File: src/rtl/idiot_pkg.sv
// Shared definitions for the IDIOT core: word/address widths and the
// reset values of the read-only constant registers.
package idiot_pkg;

  localparam int unsigned WORD_W         = 16;
  localparam int unsigned REGADDR_W      = 6;
  localparam int unsigned NCONST_DEFAULT = 4;

  localparam logic [15:0] CONST_R0 = 16'h0000;
  localparam logic [15:0] CONST_R1 = 16'h0001;
  localparam logic [15:0] CONST_R2 = 16'h8000;
  localparam logic [15:0] CONST_R3 = 16'hFFFF;

  function automatic logic [15:0] const_reset(input int unsigned idx);
    logic [15:0] val;
    case (idx)
      0:       val = CONST_R0;
      1:       val = CONST_R1;
      2:       val = CONST_R2;
      3:       val = CONST_R3;
      default: val = 16'h0000;
    endcase
    return val;
  endfunction

endpackage

File: src/rtl/reg_scoreboard.sv
// Pending-write scoreboard: one bit per register, set on issue, cleared on
// writeback, plus a population count of the set bits.
module reg_scoreboard #(
  parameter int unsigned DEPTH  = 64,
  parameter int unsigned NCONST = 4,
  localparam int unsigned AW    = $clog2(DEPTH),
  localparam int unsigned CW    = $clog2(DEPTH + 1)
) (
  input  logic             clk,
  input  logic             reset,
  input  logic             iss_valid,
  input  logic [AW-1:0]    iss_dst,
  input  logic             wr_en,
  input  logic [AW-1:0]    wr_addr,
  output logic [DEPTH-1:0] pending,
  output logic [CW-1:0]    pend_cnt
);

  logic [DEPTH-1:0] pending_q, pending_d;

  always_comb begin
    pending_d = pending_q;
    if (wr_en) begin
      pending_d[wr_addr] = 1'b0;
    end
    // Applied after the clear so a newer producer on the same edge wins.
    if (iss_valid && (32'(iss_dst) >= NCONST)) begin
      pending_d[iss_dst] = 1'b1;
    end
  end

  always_ff @(posedge clk or negedge reset) begin
    if (!reset) begin
      pending_q <= '0;
    end else begin
      pending_q <= pending_d;
    end
  end

  always_comb begin
    pend_cnt = '0;
    for (int i = 0; i < int'(DEPTH); i++) begin
      pend_cnt = pend_cnt + CW'(pending_q[i]);
    end
  end

  assign pending = pending_q;

endmodule

File: src/rtl/regfile_scoreboard.sv
// Register file with NREAD registered read ports, one bypassed write port,
// read-only constant registers and a combinational issue-hazard stall.
module regfile_scoreboard
  import idiot_pkg::*;
#(
  parameter int unsigned WIDTH  = WORD_W,
  parameter int unsigned DEPTH  = 2 ** REGADDR_W,
  parameter int unsigned NREAD  = 2,
  parameter int unsigned NCONST = NCONST_DEFAULT,
  localparam int unsigned AW    = $clog2(DEPTH),
  localparam int unsigned CW    = $clog2(DEPTH + 1)
) (
  input  logic                   clk,
  input  logic                   reset,
  input  logic [NREAD*AW-1:0]    rd_addr,
  output logic [NREAD*WIDTH-1:0] rd_data,
  input  logic                   wr_en,
  input  logic [AW-1:0]          wr_addr,
  input  logic [WIDTH-1:0]       wr_data,
  input  logic                   iss_valid,
  input  logic [AW-1:0]          iss_dst,
  output logic                   stall,
  output logic [CW-1:0]          pend_cnt
);

  logic [WIDTH-1:0]       regs_q [DEPTH];
  logic [WIDTH-1:0]       regs_d [DEPTH];
  logic [NREAD*WIDTH-1:0] rd_data_q, rd_data_d;
  logic [AW-1:0]          rd_a [NREAD];
  logic [DEPTH-1:0]       pending;
  logic                   wr_ok;

  assign wr_ok = wr_en && (32'(wr_addr) >= NCONST);

  always_comb begin
    for (int i = 0; i < int'(NREAD); i++) begin
      rd_a[i] = rd_addr[i*AW +: AW];
    end
  end

  always_comb begin
    for (int i = 0; i < int'(DEPTH); i++) begin
      regs_d[i] = regs_q[i];
    end
    if (wr_ok) begin
      regs_d[wr_addr] = wr_data;
    end
  end

  always_ff @(posedge clk or negedge reset) begin
    if (!reset) begin
      for (int i = 0; i < int'(DEPTH); i++) begin
        regs_q[i] <= (i < 4) ? WIDTH'(const_reset(i)) : '0;
      end
    end else begin
      for (int i = 0; i < int'(DEPTH); i++) begin
        regs_q[i] <= regs_d[i];
      end
    end
  end

  // Write-through: a read on the same edge as a write sees the new value.
  always_comb begin
    rd_data_d = '0;
    for (int i = 0; i < int'(NREAD); i++) begin
      if (wr_ok && (wr_addr == rd_a[i])) begin
        rd_data_d[i*WIDTH +: WIDTH] = wr_data;
      end else begin
        rd_data_d[i*WIDTH +: WIDTH] = regs_q[rd_a[i]];
      end
    end
  end

  always_ff @(posedge clk or negedge reset) begin
    if (!reset) begin
      rd_data_q <= '0;
    end else begin
      rd_data_q <= rd_data_d;
    end
  end

  assign rd_data = rd_data_q;

  reg_scoreboard #(
    .DEPTH  (DEPTH),
    .NCONST (NCONST)
  ) u_scoreboard (
    .clk       (clk),
    .reset     (reset),
    .iss_valid (iss_valid),
    .iss_dst   (iss_dst),
    .wr_en     (wr_en),
    .wr_addr   (wr_addr),
    .pending   (pending),
    .pend_cnt  (pend_cnt)
  );

  // A register being written back this cycle is covered by the bypass.
  always_comb begin
    stall = 1'b0;
    for (int i = 0; i < int'(NREAD); i++) begin
      if (pending[rd_a[i]] && !(wr_en && (wr_addr == rd_a[i]))) begin
        stall = 1'b1;
      end
    end
  end

endmodule
File: config.mk
export PLATFORM = sky130hd
export DESIGN_NAME = regfile_scoreboard
export DESIGN_NICKNAME = d
export VERILOG_FILES = /design/src/rtl/idiot_pkg.sv /design/src/rtl/reg_scoreboard.sv /design/src/rtl/regfile_scoreboard.sv
export SDC_FILE = /design/constraint.sdc
export NUM_CORES = 2
export LEC_CHECK = 0
export ABC_AREA = 1
export BUFFER_PORTS_ARGS = -buffer_cell sky130_fd_sc_hd__clkbuf_2
export CELL_PAD_IN_SITES_DETAIL_PLACEMENT = 1
export CELL_PAD_IN_SITES_GLOBAL_PLACEMENT = 2
export CORE_MARGIN = 3
export CORE_UTILIZATION = 37
export DETAILED_ROUTE_END_ITERATION = 12
export PLACE_DENSITY = 0.79
export SLEW_MARGIN = 20
export SYNTH_ARGS = -nofsm -noshare
export SYNTH_HDL_FRONTEND = slang
export SYNTH_HIERARCHICAL = 1
export SYNTH_SLANG_ARGS = --single-unit
File: constraint.sdc
create_clock -name clk -period 8.15 [get_ports clk]
set_input_delay 1.2225 -clock clk [delete_from_list [all_inputs] [get_ports clk]]
set_output_delay 1.2225 -clock clk [all_outputs]
set_load 0.01 [all_outputs]
==> results.json <==
{
  "whs_path_depth": 0,
  "cp.arrival_ps": 6640,
  "synthCells": 9152,
  "relSlewSlack": 0.268,
  "crit_fanout": 4,
  "vias_per_cell": 5.81,
  "min_path_type": "reg -> reg",
  "clock_latency_ps": 810,
  "worstHoldStart": "regs_q[969]",
  "hold_path_end": "regs_q[969]",
  "whs_ps": 373,
  "grt_pass1_wl_um": 434000,
  "ant_nets": 0,
  "synth_seq_cells": 1120,
  "critical_path_class": "reg -> out",
  "clock_path_buffers": 3,
  "worstPathRequired_ps": 6930,
  "ys_types": 30,
  "core-area_sq_mm": 0.170,
  "postCtsHoldBufs": 0,
  "die_y_um": 419,
  "place.gp.congestion": 0.862,
  "p_leak_uw": 0.0318,
  "fin_crit_ps": 7860,
  "syn_avg_cell_area_sq_um": 6.91,
  "seq_area_sq_mm": 0.0280,
  "grt_usage": 0.327,
  "cts.htree.levels": 4,
  "worstSetupEndpointType": "output pin",
  "crit_path_max_incr_delay_ps": 540,
  "status": "finished clean",
  "cts_tree": "yes",
  "r2r-end": "rd_data[9]",
  "crit_family": "adder cells",
  "peakVddDrop_mv": 1.95,
  "rr_startpoint": "regs_q[969]",
  "io_pins": 84,
  "synth.yosys.seq_area_share": 0.444,
  "die_w_um": 419,
  "setup_viol": 0,
  "final_layout_size_suffix_gt1_frac": 0.0622,
  "antenna_found_initial": 4,
  "overflow": 0,
  "multi_input_area_sq_mm": 0.0313,
  "grt_max_degree": 180,
  "path_clk_slew_ps": 50,
  "synth_warnings": 6,
  "wl_um": 290000,
  "cp.depth": 22,
  "placed_area_sq_mm": 0.0647,
  "finalCritPeriodShare": 0.965,
  "max_freq_mhz": 127,
  "port_buffers": 83,
  "fin_area_sq_mm": 0.0694,
  "synth_nets": 9265,
  "wl_per_cell_um": 26.3,
  "cp_slowest_cell": "fa_1",
  "syn_area_sq_mm": 0.0632,
  "syn_to_final_growth_pct": 9.74,
  "reg2reg_depth": 10,
  "worst-path-buf-inv": 8,
  "n_fill_cell": 21300,
  "ff2ff_setup_slack_ps": 6080,
  "worstMarginPinSlew_ps": 1100,
  "cts.sinks": 1120,
  "dp_hpwl_um": 167000,
  "fin_nets": 8828,
  "drt_iter0_markers": 5957,
  "first_global_vias": 66200,
  "die-area_sq_mm": 0.176,
  "rows": 151,
  "num_vias": 64200,
  "power.density_mw_per_mm2": 339,
  "cp_common_cell": "fa_1",
  "maxCapViolCount": 0,
  "cp_cell_sequence": "inv_1, fa_1, inv_1, fa_1, inv_1, fa_1, inv_1, fa_1, inv_1, fa_1, fa_1, fa_1, fa_1, inv_1, ha_2, inv_1, fa_2, nand3b_1, nand2_1, nand2_1, a21oi_2, clkbuf_2",
  "clockRootBuffer": "clkbuf_16",
  "finClkSkew_ps": 24.0,
  "initial_core_util": 0.373,
  "crit_start": "u_scoreboard/pending[35]",
  "cts_buffers": 144,
  "cp-start-kind": "flop",
  "route.detailed.drc": 0,
  "hold_viol": 0,
  "finalMaxSlewViolations": 0,
  "firstDrtPassIters": 5
}
==> layer usage <==
metal	vias to the layer above	part of all wire	track usage
met1	32500	0.43	0.431
met3	615	0.058	0.0428
met2	2163	0.46	0.531
li1	28900	-	-
met4	0	0.053	0.158
met5	-	0	0
==> metrics by stage <==
step,total power (uW),std cells,setup TNS [ps],util,setup WS (ps)
global route,25200,11000,-22.6,0.409,-22.6
global placement,17100,10800,0,0.381,1050
finish,23600,11000,0,0.409,285
CTS,23800,11000,0,0.409,155
floorplan,13800,9152,0,-,1380
detailed placement,17200,10800,0,0.381,1020
==> power breakdown <==
part | leakage (uW) | internal (uW) | switching, uW
combinational | 0.0148 | 3980 | 6080
clock | 0.00230 | 3780 | 2660
sequential | 0.0146 | 6380 | 676
==> cells in the final DEF, fill, tap and decap left out, types with 5 or more instances in the layout <==
cell and count:
nand2_1 3557, nand3_1 1909, dfrtp_1 1102, o21ai_0 654, nor2_1 382, a21oi_1 338, clkbuf_16 148, inv_1 147
buf_4 145, clkbuf_2 74, fa_1 53, o21ai_1 42, clkbuf_1 39, clkbuf_8 32, nor2_2 25, clkinv_2 22
dfstp_2 18, inv_2 16, nand4_1 15, ha_1 14, buf_12 13, nand2_2 10, nor3_1 8, inv_6 7
bufinv_16 5, clkinv_8 5, buf_8 5, or2_2 5
==> how the worst max path moves through the flow <==
stage	to	slack (ps)
after floorplan	pend_cnt[6]	1380
after global placement	pend_cnt[6]	1050
after detailed placement	pend_cnt[6]	1020
after CTS	pend_cnt[6]	160
after global routing	pend_cnt[6]	-20
final	pend_cnt[6]	290
==> area by class of cell <==
cell class / count / share of cell area
repair buffers: 239 / 0.0262
clock inverters: 35 / 0.00570
inverters: 178 / 0.0103
clock buffers: 219 / 0.0618
multi-input cells: 7032 / 0.452
flip-flops and latches: 1120 / 0.404
well taps: 2218 / 0.0400
diodes: 4 / 0.000144
==> cells in the mapped netlist <==
library cell | instances | area [sq um]
xor2_1 | 3 | 26.3
nand4_1 | 15 | 93.8
nand2_1 | 3564 | 13400
buf_1 | 75 | 282
clkbuf_1 | 622 | 2330
inv_2 | 3 | 11.3
ha_1 | 15 | 188
a21oi_1 | 339 | 1700
fa_1 | 54 | 1080
or2_2 | 5 | 31.3
a31oi_4 | 1 | 21.3
nor2_2 | 4 | 25.0
nor3_1 | 8 | 40.0
nor4_1 | 2 | 12.5
o21ai_1 | 42 | 210
xnor2_1 | 2 | 17.5
nor4_2 | 3 | 37.5
a21boi_0 | 1 | 7.51
dfstp_2 | 18 | 473
nand3_1 | 1909 | 9550
buf_2 | 123 | 616
clkinv_1 | 6 | 22.5
nor3_2 | 3 | 30.0
inv_1 | 169 | 634
dfrtp_1 | 1102 | 27600
nand2_2 | 3 | 18.8
nand3b_1 | 2 | 15.0
nor2_1 | 403 | 1510
buf_6 | 2 | 22.5
o21ai_0 | 654 | 3270
==> cells by family after synthesis <==
family          count (synthesis)  share of synthesized area
compound gates               1037                     0.0824
xor+xnor                        5                   0.000693
fa+ha+maj                      69                     0.0201
buf+inv                      1000                     0.0620
flops                        1120                      0.444
simple gates                 5921                      0.391
==> worst reg2reg max path: cells and delay by family, from the launching register on <==
kind | cells | cell delay [ps]
flip-flops | 1 | 530
AND/OR/NAND/NOR | 10 | 1490
==> registers in the layout (all words and copies together) (netlist names) <==
register and cells:
regs_q 1024, rd_data 32, u_scoreboard/pending 64
==> repair_timing <==
item | CTS | global route
gates resized for setup | 0 | 3
setup buffers | 0 | 1
setup endpoints to repair | 0 | 2
hold endpoints to repair | 0 | 0
Note: power is estimated with default switching activity, not from simulation.
